===== src/rtl/second_tick_multi.sv =====
// second_tick_multi
//
// Registered, multi-channel inhibit gate. Each channel evaluates
// cond = a & ~b, and the registered output is shaped by a selectable mode:
//   00 LEVEL  : out follows cond, one cycle late
//   01 RISE   : one-cycle pulse per 0->1 transition of cond between sampled cycles
//   10 LATCH  : out sets on cond and stays set until clr or reset
//   11 TOGGLE : out flips once per rising edge of cond
// Status outputs are an OR-reduced flag and a saturating hit counter that counts
// sampled cycles whose new out value is non-zero.
//
// Ports:
//   clk      in   system clock, rising edge
//   rst_n    in   asynchronous active-low reset
//   en       in   sample enable; when low every register holds
//   clr      in   synchronous clear of out, edge history and hit_cnt (beats en)
//   mode     in   output mode select (see above)
//   a        in   [WIDTH] per-channel enable operand
//   b        in   [WIDTH] per-channel inhibit operand
//   out      out  [WIDTH] registered per-channel result
//   any_out  out  OR of the out register
//   hit_cnt  out  [CNT_W] saturating count of sampled cycles with non-zero new out

module second_tick_multi #(
  parameter int unsigned WIDTH = 4,
  parameter int unsigned CNT_W = 8
) (
  input  logic             clk,
  input  logic             rst_n,
  input  logic             en,
  input  logic             clr,
  input  logic [1:0]       mode,
  input  logic [WIDTH-1:0] a,
  input  logic [WIDTH-1:0] b,
  output logic [WIDTH-1:0] out,
  output logic             any_out,
  output logic [CNT_W-1:0] hit_cnt
);

  typedef enum logic [1:0] {
    ModeLevel  = 2'b00,
    ModeRise   = 2'b01,
    ModeLatch  = 2'b10,
    ModeToggle = 2'b11
  } mode_e;

  logic [WIDTH-1:0] out_q, out_d;
  logic [WIDTH-1:0] prev_q, prev_d;
  logic [CNT_W-1:0] hit_cnt_q, hit_cnt_d;

  logic [WIDTH-1:0] cond;
  logic [WIDTH-1:0] rise;
  logic [WIDTH-1:0] next_out;

  assign cond = a & ~b;
  // Rising edge relative to the last sampled cycle, not the last clock.
  assign rise = cond & ~prev_q;

  always_comb begin
    next_out = out_q;
    unique case (mode_e'(mode))
      ModeLevel:  next_out = cond;
      ModeRise:   next_out = rise;
      ModeLatch:  next_out = out_q | cond;
      ModeToggle: next_out = out_q ^ rise;
      default:    next_out = out_q;
    endcase
  end

  always_comb begin
    out_d     = out_q;
    prev_d    = prev_q;
    hit_cnt_d = hit_cnt_q;
    if (clr) begin
      out_d     = '0;
      prev_d    = '0;
      hit_cnt_d = '0;
    end else if (en) begin
      out_d  = next_out;
      // History tracks cond in every mode so a switch into RISE/TOGGLE sees
      // true history and raises no spurious edge.
      prev_d = cond;
      if ((|next_out) && !(&hit_cnt_q)) begin
        hit_cnt_d = hit_cnt_q + CNT_W'(1);
      end
    end
  end

  always_ff @(posedge clk or negedge rst_n) begin
    if (!rst_n) begin
      out_q     <= '0;
      prev_q    <= '0;
      hit_cnt_q <= '0;
    end else begin
      out_q     <= out_d;
      prev_q    <= prev_d;
      hit_cnt_q <= hit_cnt_d;
    end
  end

  assign out     = out_q;
  assign any_out = |out_q;
  assign hit_cnt = hit_cnt_q;

endmodule


===== config.mk =====
export PLATFORM = sky130hd
export DESIGN_NAME = second_tick_multi
export DESIGN_NICKNAME = d
export VERILOG_FILES = /design/src/rtl/second_tick_multi.sv
export SDC_FILE = /design/constraint.sdc
export NUM_CORES = 1
export LEC_CHECK = 0
export BUFFER_PORTS_ARGS = -buffer_cell sky130_fd_sc_hd__buf_2
export CORE_MARGIN = 5
export CORE_UTILIZATION = 53
export DETAILED_ROUTE_END_ITERATION = 7
export GPL_TIMING_DRIVEN = 1
export PLACE_DENSITY = 0.79
export SYNTH_ARGS = -nofsm -noshare
export SYNTH_HDL_FRONTEND = slang
export SYNTH_SLANG_ARGS = --single-unit

===== constraint.sdc =====
create_clock -name clk -period 3 [get_ports clk]
set_clock_uncertainty 0.15 [all_clocks]
set_input_delay 0.15 -clock clk [delete_from_list [all_inputs] [get_ports clk]]
set_output_delay 0.15 -clock clk [all_outputs]
set_load 0.02 [all_outputs]

; Word-level counts from Yosys, hierarchy flattened
; Cells that the tools add are included.
[word_totals]
ff_bits = 16
elab_cells = 30
in_bits = 14
out_inout_bits = 13
[op_classes]
bitwise_logic = 6
addsub = 1
n_eq_ne = 3
n_reduce_logical = 9
mux = 8
[ops]
columns = cell, n
row1 = two-way mux 8 bit, 3
row2 = two-way mux 4 bit, 4
row3 = case mux 4 bit (4 select lines), 1
row4 = adder 8 x 1 -> 8 bit (second input constant), 1
row5 = bitwise AND 4 bit, 2
row6 = inverter 4 bit, 2
row7 = AND reduction 8 bit, 1
row8 = OR reduction 4 bit, 2
row9 = == test 2 bit (second input constant), 2
row10 = OR 4 bit, 1
row11 = nonzero test 2 bit, 2
row12 = bitwise XOR 4 bit, 1
row13 = == test 2 x 1 -> 1 bit (second input constant), 1
row14 = logical NOT 2 bit, 1
row15 = AND reduction 2 bit, 1
row16 = logical AND 1 bit, 1
row17 = logical NOT 1 bit, 1

; Depth between registers and ports, before layout
; Gate-level depths: netlist of run 1.
[logic_depth]
word_depth = 10
depth_mapped = 7
mapped_depth_nobuf = 6

; Worst setup path after synthesis of run 1
; No wires, ideal clock.
[synth_timing]
kind = flip-flop to flip-flop
from = register out_q[0], in the netlist out[0]
to = register hit_cnt_q[6], in the netlist hit_cnt[6]
t_required_ns = 2.725
slack_ns = 1.029
arrival_ns = 1.696
path_stages_with_launch = 7
period_less_slack_ns = 1.971
path_buffers = 1
setup_time_ns = 0.125
cell_sequence = dfrtp_1 -> a22oi_1 -> a41oi_2 -> o41ai_2 -> buf_4 -> nor3_2 -> mux2_4
[synth_via]
elab_chain_len = 6
word_cells_on_any_way = 7
classes_between = 1 x mux / 2 x bitwise / 4 x reduce/logical
[synth_rtl]
columns = element, line
row1 = start: declaration, 47  ; logic [WIDTH-1:0] out_q, out_d;
row2 = start signal: assignment, 95  ; out_q <= out_d;
row3 = bitwise XOR 4 bit or OR 4 bit (tied branches), "65, 64"
row4 = case mux 4 bit (4 select lines) *, 61  ; unique case (mode_e'(mode))
row5 = OR reduction 4 bit *, 83  ; if ((|next_out) && !(&hit_cnt_q)) begin
row6 = logical AND 1 bit *, 83
row7 = nonzero test 2 bit (no source line) *, -
row8 = AND reduction 2 bit (no source line) *, -
row9 = end signal: assignment, 97  ; hit_cnt_q <= hit_cnt_d;
row10 = end: declaration, 49  ; logic [CNT_W-1:0] hit_cnt_q, hit_cnt_d;
; Mark *: on every way between the ends. The rest lies on a longest branch, timed or not.
; A chain may end at the register's enable or synchronous reset.

; Worst setup path in the final report of run 1
[layout_timing]
from = register hit_cnt_q[0], in the netlist hit_cnt[0]
to = register hit_cnt_q[5], in the netlist hit_cnt[5]
[layout_via]
elab_chain_len = 5
word_cells_on_any_way = 9
classes_between = 1 x add/sub / 3 x mux / 5 x reduce/logical
[layout_rtl]
columns = element
row1 = branches (longest 5 deep; another with adder 8 x 1 -> 8 bit)
; Several ways; the timed one is not identified. The select of a mux whose other input is x is not followed.

==> metrics, run 1 <==
vias in the first global route=763; Gates resized, CTS repair=0; Longest Clk Path Bufs=2; ANT nets after route=0; # H-tree levels=1; WL per Instance=13.80 µm; crit-path max cell delay=420 ps; Diodes inserted=0; Root Driver=clkbuf_4; RSZ-0062 raised after global routing=no; CP Buf/Inv Count=1; syn_nets=about 110; Worst-path clk slew=90 ps; highest-count cells in the layout ignoring fill and taps=buf_2 (26), dfrtp_1 (16), nor2_1 (12); max-slew violation count=0; initial drt markers=31; Via density=5.667; TritonCTS Sinks=16; placed cell area=0.001059 mm²; Setup violations, final=0; Leakage=0.5370 nW; Site Rows=15; die height=between 50 and 60 µm; Synth Warn #=0; Synth-to-Final Area Change=18.64%; async set-or-reset flop fraction in the synthesized netlist=100.0%; pin count of the biggest net entering global routing=20; Critical Path End Type=flop; CTS tree=done; cell count after placement=between 100 and 150; VDD IR-drop max=209.7 µV; GRT met1 Usage=21.96%; Total Wirelength=1904 µm; Hold Path Class=input pin to flop; setup slack at placement=between 1000 and 1500 ps; nets=138; final worst path period need=1957 ps; Netlist cell types=27; final worst-path cycle share=approximately 65%; most used flip-flop cell after synthesis=dfrtp_1; Synth Instances=94; Pwr Density=389.7 mW/mm²; f_max=511.0 MHz; GRT met2 Usage=a little over a quarter; met3 usage in global routing=3.438%; Top delay family on crit path=simple AND/OR/NAND/NOR gates; initial antenna violation count=0; Seq/Total Area, Yosys=43.54%; core outline area=between 0.0015 and 0.002 mm²; GRT Util Overall=around 17%; IO buf count=26; CP cell instances=ha_1 -> nand3_1 -> o21a_1 -> o41ai_2 -> buf_4 -> or4_1 -> a21oi_1; share of cells above drive strength 1=30.58%; Die Width=about 52 µm; IO Pins=27; setup_tns=0 ps; most common cell after layout, fill and taps aside=buf_2; WS Path Type=flop to flop; Syn Area/Cell=slightly below 10 µm²; GP Congestion=0.7829; global route hottest layer=met2; Fin. Hold Viols=0; vias post-DR=782; Post-Layout Cell Count=approximately 140; Pre-Repair DR Iteration Count=4; CP max stage cell=dfrtp_1; crit path DAT=2020 ps; number of max-cap violations=0; worst slew pin tran=around 360 ps; total CTS buffers=3; EDFF count, synth=0; #FFs+latches synth=16; Worst Slack Setup Final=1043 ps; first-pass GRT wire length=3374 µm; Post-Layout Inst Area=around 0.0011 mm²; startpoint types=flop; worst-case headroom to the max-slew limit=76.30%; Worst EP required=around 3100 ps; clk_lat worst skew=290 ps; die area=0.002668 mm²; HPWL Detailed=around 1400 µm; # DRC=0; crit path max fanout=12; Initial Util=54.44%; Synth Cell Area=919.6 µm²; Overflow after GRT=0; status=finished, final reports clean
==> tightest hold or removal path, stage by stage <==
cell	delay [ps]
buf_2	80
nor2b_1	50
mux2i_1	130
nor2_1	50
==> cells in the mapped netlist (3+ instances only) <==
| library cell | instances | share of area (%) |
|---|---|---|
| nor2b_1 | 7 | 4.8 |
| or4_1 | 4 | 3.3 |
| a41oi_1 | 3 | 2.9 |
| nand2_1 | 7 | 2.9 |
| a21oi_1 | 3 | 1.6 |
| inv_1 | 5 | 2.0 |
| dfrtp_1 | 16 | 44 |
| a22oi_1 | 4 | 3.3 |
| mux2i_1 | 9 | 9.8 |
| nand3_1 | 4 | 2.2 |
| nor2_1 | 12 | 4.9 |
==> timing repair <==
action	4_1_cts	5_1_grt
hold buffers	1	0
buffers inserted	0	0
endpoints found under the hold margin	16	0
==> area by class of cell <==
| class | instances | area, µm² |
|---|---|---|
| Multi-Input combinational cell | 69 | 480.5 |
| Fill cell | 140 | 598.1 |
| Inverter | 5 | 18.77 |
| Sequential cell | 16 | 400.4 |
| Tap cell | 17 | 21.27 |
| Timing Repair Buffer | 28 | 147.6 |
| Clock buffer | 3 | 22.52 |
==> state kept, by name, summed over array words and instances, names as in the netlist <==
register,cells
hit_cnt,8
out,4
prev_q,4
==> through the flow <==
step	hold slack (ps)	power [W]	utilization [%]
after floorplan	-295.6	0.0002865	-
after CTS	38.33	0.0004296	64.59
after detailed placement	-71.44	0.0003147	62.67
after global placement	-68.66	0.0003129	62.67
after global routing	52.75	0.0004527	64.59
final	41.27	0.0004252	64.59
==> report_power, final <==
part | total [W] | switching, W | internal (W)
sequential | 0.000231 | 0.00000827 | 0.000223
combinational | 0.0000795 | 0.0000466 | 0.0000329
clock | 0.000114 | 0.0000675 | 0.0000468
==> path summary, 6_finish.rpt <==
| check | startpoint | slack (ps) | cells past startpoint | end |
|---|---|---|---|---|
| worst max-delay path | hit_cnt[0]$_DFFE_PN0P_ | 1040 | 7 | hit_cnt[5]$_DFFE_PN0P_ |
| worst min-delay path | b[2] | 40 | 4 | prev_q[2]$_DFFE_PN0P_ |
| worst max register to register | hit_cnt[0]$_DFFE_PN0P_ | 1040 | 7 | hit_cnt[5]$_DFFE_PN0P_ |
| worst min register to register | hit_cnt[7]$_DFFE_PN0P_ | 420 | 2 | hit_cnt[7]$_DFFE_PN0P_ |
| max in group asynchronous | rst_n | 2300 | 2 | hit_cnt[0]$_DFFE_PN0P_ |
| min in group asynchronous | rst_n | 140 | 2 | prev_q[2]$_DFFE_PN0P_ |
==> routing by layer <==
metal  part of all wire, %  up-vias
li1                      -      397
met1                    47      362
met2                    46       19
met3                   5.3        4
met4                   1.6        0
met5                     0        -
==> cells by family (layout without fill, tap and decap cells) <==
family / count (synthesis) / after routing / share of synthesized area (%)
xor gates and xnor gates: 1 / 1 / 0.9526
DFF: 16 / 16 / 43.54
and+or+nand+nor: 39 / 39 / 22.04
AOI/OAI and AO/OA: 17 / 17 / 14.83
muxes: 11 / 11 / 13.06
adders and majority gates: 1 / 1 / 1.360
buffers and inverters: 9 / 36 / 4.218
Power figures use the tool's default switching activity.
==> run 2: changes to the inputs <==
- ABC_AREA: not set -> 1
- CORE_ASPECT_RATIO: not set -> 1.5
- CORE_UTILIZATION: 53 -> 46
- PLACE_DENSITY: 0.79 -> 0.71
- clock period: 3 -> 1.8 ns (I/O delays scaled with it)
==> metrics, run 2 <==
hold buffers post-CTS=6 (was 1); most frequent cells after synthesis=nand2_1 (32), nand3_1 (27), inv_1 (26) (was dfrtp_1 (16), nor2_1 (12), mux2i_1 (9)); die height=68.09 µm (was 51.66 µm); Pwr Density=596.9 mW/mm² (was 389.7 mW/mm²); TritonCTS Sinks=16 (unchanged); Yosys top cell by area=dfrtp_1 (unchanged); EDFF count, synth=0 (unchanged); Via density=5.195 (was 5.667); ANT nets after route=0 (unchanged); Site Rows=21 (was 15); max reg flops=8 (unchanged); Leakage=0.7175 nW (was 0.5370 nW); most numerous cell in the Yosys netlist=nand2_1 (was dfrtp_1); die area=0.003318 mm² (was 0.002668 mm²); GRT Util Overall=16.97% (was 16.98%); clk_lat worst skew=280 ps (was 290 ps); VDD IR-drop max=267.6 µV (was 209.7 µV); final core occ=57.37% (was 64.59%); core outline area=0.002207 mm² (was 0.001689 mm²); Setup violations, final=0 (unchanged); WL per Instance=12.66 µm (was 13.80 µm); #FFs+latches synth=16 (unchanged); # DRC=0 (unchanged); # H-tree levels=1 (unchanged); vias in the first global route=1052 (was 763); IO Pins=27 (unchanged); crit path DAT=1650 ps (was 2020 ps); GP Congestion=0.8818 (was 0.7829); startpoint types=flop (unchanged); initial antenna violation count=0 (unchanged); Overflow after GRT=0 (unchanged); Synth Instances=145 (was 94); Diodes inserted=0 (unchanged); max-slew violation count=0 (unchanged); CTS tree=done (unchanged); initial drt markers=17 (was 31); # fillers=219 (was 140); IO buf count=26 (unchanged); vias post-DR=1039 (was 782); status=finished, final reports clean (unchanged); Total Wirelength=2531 µm (was 1904 µm); Syn Area/Cell=7.136 µm² (was 9.783 µm²); setup_tns=0 ps (unchanged); syn_nets=160 (was 109); Synth-to-Final Area Change=22.37% (was 18.64%); Hold Path Class=input pin to flop (unchanged); most used flip-flop cell after synthesis=dfrtp_1 (unchanged); share of cells above drive strength 1=20.90% (was 30.58%); f_max=615.5 MHz (was 511.0 MHz); most common cell after layout, fill and taps aside=nand2_1 (was buf_2); Netlist cell types=23 (was 27); # Post-CTS Setup Buffers=0 (unchanged); worst-case headroom to the max-slew limit=74.83% (was 76.30%); Seq/Total Area, Yosys=38.69% (was 43.54%); RSZ-0062 raised after global routing=no (unchanged); Fin. Hold Viols=0 (unchanged); nets=194 (was 138); Critical Path End Type=flop (unchanged); Synth Warn #=0 (unchanged); number of max-cap violations=0 (unchanged); Pre-Repair DR Iteration Count=4 (unchanged); Longest Clk Path Bufs=2 (unchanged); crit path max fanout=9 (was 12); Die Width=48.73 µm (was 51.66 µm); Synth Cell Area=0.001035 mm² (was 919.6 µm²); top-area cell type share of the netlist area=38.69% (was 43.54%); highest-count cells in the layout ignoring fill and taps=nand2_1 (32), nand3_1 (27), inv_1 (26), buf_2 (26), dfrtp_1 (16) (was buf_2 (26), dfrtp_1 (16), nor2_1 (12)); Gates resized, CTS repair=0 (unchanged); Worst EP required=1830 ps (was 3070 ps); async set-or-reset flop fraction in the synthesized netlist=100.0% (unchanged); Root Driver=clkbuf_4 (unchanged); HPWL Detailed=1949 µm (was 1431 µm); final worst path period need=1625 ps (was 1957 ps); Worst-path clk slew=90 ps (about the same); Initial Util=46.88% (was 54.44%); worst slew pin tran=377.5 ps (was 355.5 ps); final worst-path cycle share=90.27% (was 65.23%); pin count of the biggest net entering global routing=21 (was 20); Synth area leaders=dfrtp_1 (39%), nand3_1 (13%), nand2_1 (12%) (was dfrtp_1 (44%), mux2i_1 (9.8%), nor2_1 (4.9%)); first-pass GRT wire length=4505 µm (was 3374 µm); Fin Hold WS=7.891 ps (was 41.27 ps); total CTS buffers=3 (unchanged); WS Path Type=flop to flop (unchanged)
==> run 2: cell types whose count changed after synthesis, moves of 7 or more <==
cell,previous run,this run
nor2_1,12,5
nand3_1,4,27
inv_1,5,26
mux2i_1,9,0
nor2b_1,7,0
nand4_1,1,13
nand2_1,7,32
==> run 2: metal layers <==
layer / track usage [%] / up-vias / part of all wire [%] / wire length (µm)
li1: - / 542 / - / -
met1: 18.24 / 467 / 40 / 1016
met2: 31.21 / 24 / 52 / 1323
met3: 3.922 / 6 / 5.6 / 142
met4: 8.081 / 0 / 1.9 / 49
met5: 0 / - / 0 / 0
==> run 2: kinds of logic (layout without fill, tap and decap cells) <==
family / after synthesis / count (layout) / share of synthesized area [%]
adder cells (fa/ha/maj): 1 / 1 / 1.209
buffers and inverters: 34 / 66 / 12.58
XOR/XNOR: 2 / 2 / 1.693
flip-flops: 16 / 16 / 38.69
AO/OA/AOI/OAI: 10 / 10 / 7.134
AND/OR/NAND/NOR: 82 / 82 / 38.70
==> run 2: area by class of cell <==
class                      instances  area, µm²  share of cell area, %
multi-input combinational         95      504.2                  39.82
sequential                        16      400.4                  31.62
timing repair buffer              33      197.7                  15.61
inverter                          30      112.6                  8.893
tap                               23      28.78                  2.273
clock buffer                       3      22.52                  1.779
==> run 2: path summary, 6_finish.rpt <==
path                                        start                     end  slack, ps  depth (start not counted)
max                        hit_cnt[0]$_DFFE_PN0P_  hit_cnt[1]$_DFFE_PN0P_        180                          7
min                                          b[0]   prev_q[0]$_DFFE_PN0P_          8                          4
max reg2reg                hit_cnt[0]$_DFFE_PN0P_  hit_cnt[1]$_DFFE_PN0P_        180                          7
min reg2reg                hit_cnt[6]$_DFFE_PN0P_  hit_cnt[6]$_DFFE_PN0P_        410                          2
max in group asynchronous                   rst_n  hit_cnt[7]$_DFFE_PN0P_       1140                          2
min in group asynchronous                   rst_n   prev_q[1]$_DFFE_PN0P_         90                          2
==> run 2: metrics by stage <==
step / cells / cell area [µm²] / power, W / worst slack [ps]
after floorplan: 145 / 1035 / 0.0005023 / 193.6
after detailed placement: 191 / 1184 / 0.0005689 / 188.3
final: 200 / 1266 / 0.0007558 / 175.2
after global placement: 191 / 1184 / 0.0005618 / 236.1
after CTS: 200 / 1266 / 0.0007693 / 170.4
after global routing: 200 / 1266 / 0.0008083 / 19.77
==> run 2: where the power goes <==
part	internal (W)	leakage, nW	switching, W	total (W)
Sequential	0.000375	0.218	0.0000112	0.000387
Clock	0.0000776	0.0138	0.000109	0.000187
Combinational	0.0000645	0.486	0.000118	0.000182
Total	0.000518	0.718	0.000238	0.000756
==> run 2: worst max-delay path: stages (launching register included) <==
cell and delay, ps:
dfrtp_1 410, ha_1 220, nand2_1 80, inv_2 60
a31oi_4 330, nand2_4 130, nand3_1 90, nand2_1 50
==> run 3: changes to the inputs <==
- clock period: 1.8 -> 1.4 ns (I/O delays scaled with it)
==> metrics, run 3 (synthesis gave the netlist of run 2 again) <==
status=finished with violations (was finished, final reports clean); failing checks=setup timing; max reg flops=8 (unchanged); TritonCTS Sinks=16 (unchanged); # H-tree levels=1 (unchanged); number of max-cap violations=0 (unchanged); Hold Path Class=input pin to flop (unchanged); Post-Layout Inst Area=0.001579 mm² (was 0.001266 mm²); Worst EP required=1470 ps (was 1830 ps); pin count of the biggest net entering global routing=17 (was 21); placed cell area=0.001318 mm² (was 0.001184 mm²); CP Buf/Inv Count=2 (was 1); vias post-DR=1161 (was 1039); startpoint types=flop (unchanged); GP Congestion=0.8031 (was 0.8818); share of cells above drive strength 1=41.58% (was 20.90%); die height=68.09 µm (unchanged); Critical Path End Type=flop (unchanged); Setup violations, final=8 (was 0); clk_lat worst skew=290 ps (was 280 ps); Synth-to-Final Area Change=52.60% (was 22.37%); Total Wirelength=2884 µm (was 2531 µm); Worst-path clk slew=100 ps (was 90 ps); IO buf count=26 (unchanged); vias in the first global route=1169 (was 1052); final worst-path cycle share=103.9% (was 90.27%); final worst path period need=1454 ps (was 1625 ps); total CTS buffers=3 (unchanged); HPWL Detailed=2058 µm (was 1949 µm); Site Rows=21 (unchanged); Initial Util=46.88% (unchanged); most common cell after layout, fill and taps aside=nand2_1 (unchanged); Worst Slack Setup Final=-54.18 ps (was 175.2 ps); crit path max fanout=4 (was 9); Longest Clk Path Bufs=2 (unchanged); WS Path Type=flop to flop (unchanged); crit-path max cell delay=440 ps (was 410 ps); initial drt markers=42 (was 17); Root Driver=clkbuf_4 (unchanged); nets=218 (was 194); Top delay family on crit path=flip-flops (unchanged); worst-case headroom to the max-slew limit=74.13% (was 74.83%); crit path DAT=1520 ps (was 1650 ps); Diodes inserted=0 (unchanged); Overflow after GRT=0 (unchanged); IO Pins=27 (unchanged); CTS tree=done (unchanged); Via density=5.160 (was 5.195); FF-to-FF setup slack=-50 ps (was 180 ps); highest-count cells in the layout ignoring fill and taps=nand2_1 (31), buf_2 (25), inv_1 (19), buf_4 (19), nand3_1 (18) (was nand2_1 (32), nand3_1 (27), inv_1 (26), buf_2 (26), dfrtp_1 (16)); Fin. Hold Viols=0 (unchanged); WL per Instance=12.82 µm (was 12.66 µm); first-pass GRT wire length=4878 µm (was 4505 µm); CP max stage cell=dfrtp_2 (was dfrtp_1); CP cell instances=ha_4 -> nand2_4 -> inv_4 -> a31oi_4 -> buf_6 -> nand4_1 -> nand2_1 (was ha_1 -> nand2_1 -> inv_2 -> a31oi_4 -> nand2_4 -> nand3_1 -> nand2_1); GRT Util Overall=18.43% (was 16.97%); final core occ=71.54% (was 57.37%); Die Width=48.73 µm (unchanged); # DRC=0 (unchanged); worst slew pin tran=388.0 ps (was 377.5 ps); RSZ-0062 raised after global routing=yes (was no); max-slew violation count=0 (unchanged); initial antenna violation count=0 (unchanged); ANT nets after route=0 (unchanged); Leakage=0.8816 nW (was 0.7175 nW); VDD IR-drop max=597.9 µV (was 267.6 µV); core outline area=0.002207 mm² (unchanged); Pre-Repair DR Iteration Count=4 (unchanged); Pwr Density=725.6 mW/mm² (was 596.9 mW/mm²); die area=0.003318 mm² (unchanged); f_max=687.7 MHz (was 615.5 MHz)
==> run 3: area by class of cell <==
type                            count  area, µm²
Fill cell                         185      628.1
Multi-Input combinational cell     96      600.6
Sequential cell                    16      405.4
Timing Repair Buffer               56      392.9
Inverter                           30      115.1
Clock buffer                        4      36.28
Tap cell                           23      28.78
==> run 3: final timing paths <==
path / from / endpoint / cells past startpoint
worst max-delay path: hit_cnt[0]$_DFFE_PN0P_ / hit_cnt[3]$_DFFE_PN0P_ / 7
worst min-delay path: clr / out[1]$_DFFE_PN0P_ / 4
worst max register to register: hit_cnt[0]$_DFFE_PN0P_ / hit_cnt[3]$_DFFE_PN0P_ / 7
worst min register to register: hit_cnt[6]$_DFFE_PN0P_ / hit_cnt[6]$_DFFE_PN0P_ / 2
max in group asynchronous: rst_n / hit_cnt[3]$_DFFE_PN0P_ / 2
min in group asynchronous: rst_n / hit_cnt[7]$_DFFE_PN0P_ / 2
==> run 3: worst register-to-register path: stages, from the launching register on <==
cell     delay, ps
dfrtp_2        440
ha_4           170
nand2_4         60
inv_4           50
a31oi_4        200
buf_6          140
nand4_1         80
nand2_1         90
==> run 3: layer usage <==
layer | track usage, % | part of all wire [%] | vias up
met5 | 0 | 0 | -
met4 | 8.754 | 2.1 | 0
met3 | 3.922 | 5.6 | 6
met2 | 35.13 | 52 | 38
met1 | 18.99 | 40 | 527
li1 | - | - | 590
==> run 3: power breakdown <==
| group | switching (W) | internal [W] | leakage [nW] |
|---|---|---|---|
| Clock | 0.000152 | 0.000158 | 0.0210 |
| Combinational | 0.000193 | 0.000143 | 0.649 |
| Sequential | 0.0000142 | 0.000484 | 0.212 |
| Total | 0.000360 | 0.000786 | 0.882 |
==> run 3: timing repair <==
item,in CTS,in global routing
cloned,1,0
hold buffers,8,0
buffers inserted,2,2
endpoints found under the hold margin,20,0
resized for setup,14,19
setup endpoints to repair,8,9
pin swaps,14,22
==> run 3: through the flow <==
step                power (W)  TNS [ps]  hold slack, ps  setup slack, ps  instances
floorplan           0.0006477    -858.0          -375.6           -109.7        145
global placement    0.0007620    -405.3          -142.4           -63.50        208
detailed placement  0.0007697    -697.6          -139.6           -104.3        208
CTS                  0.001129    -631.6           6.872           -111.4        223
global route         0.001217    -974.8           27.45           -134.2        225
finish               0.001146    -269.6           12.09           -54.18        225
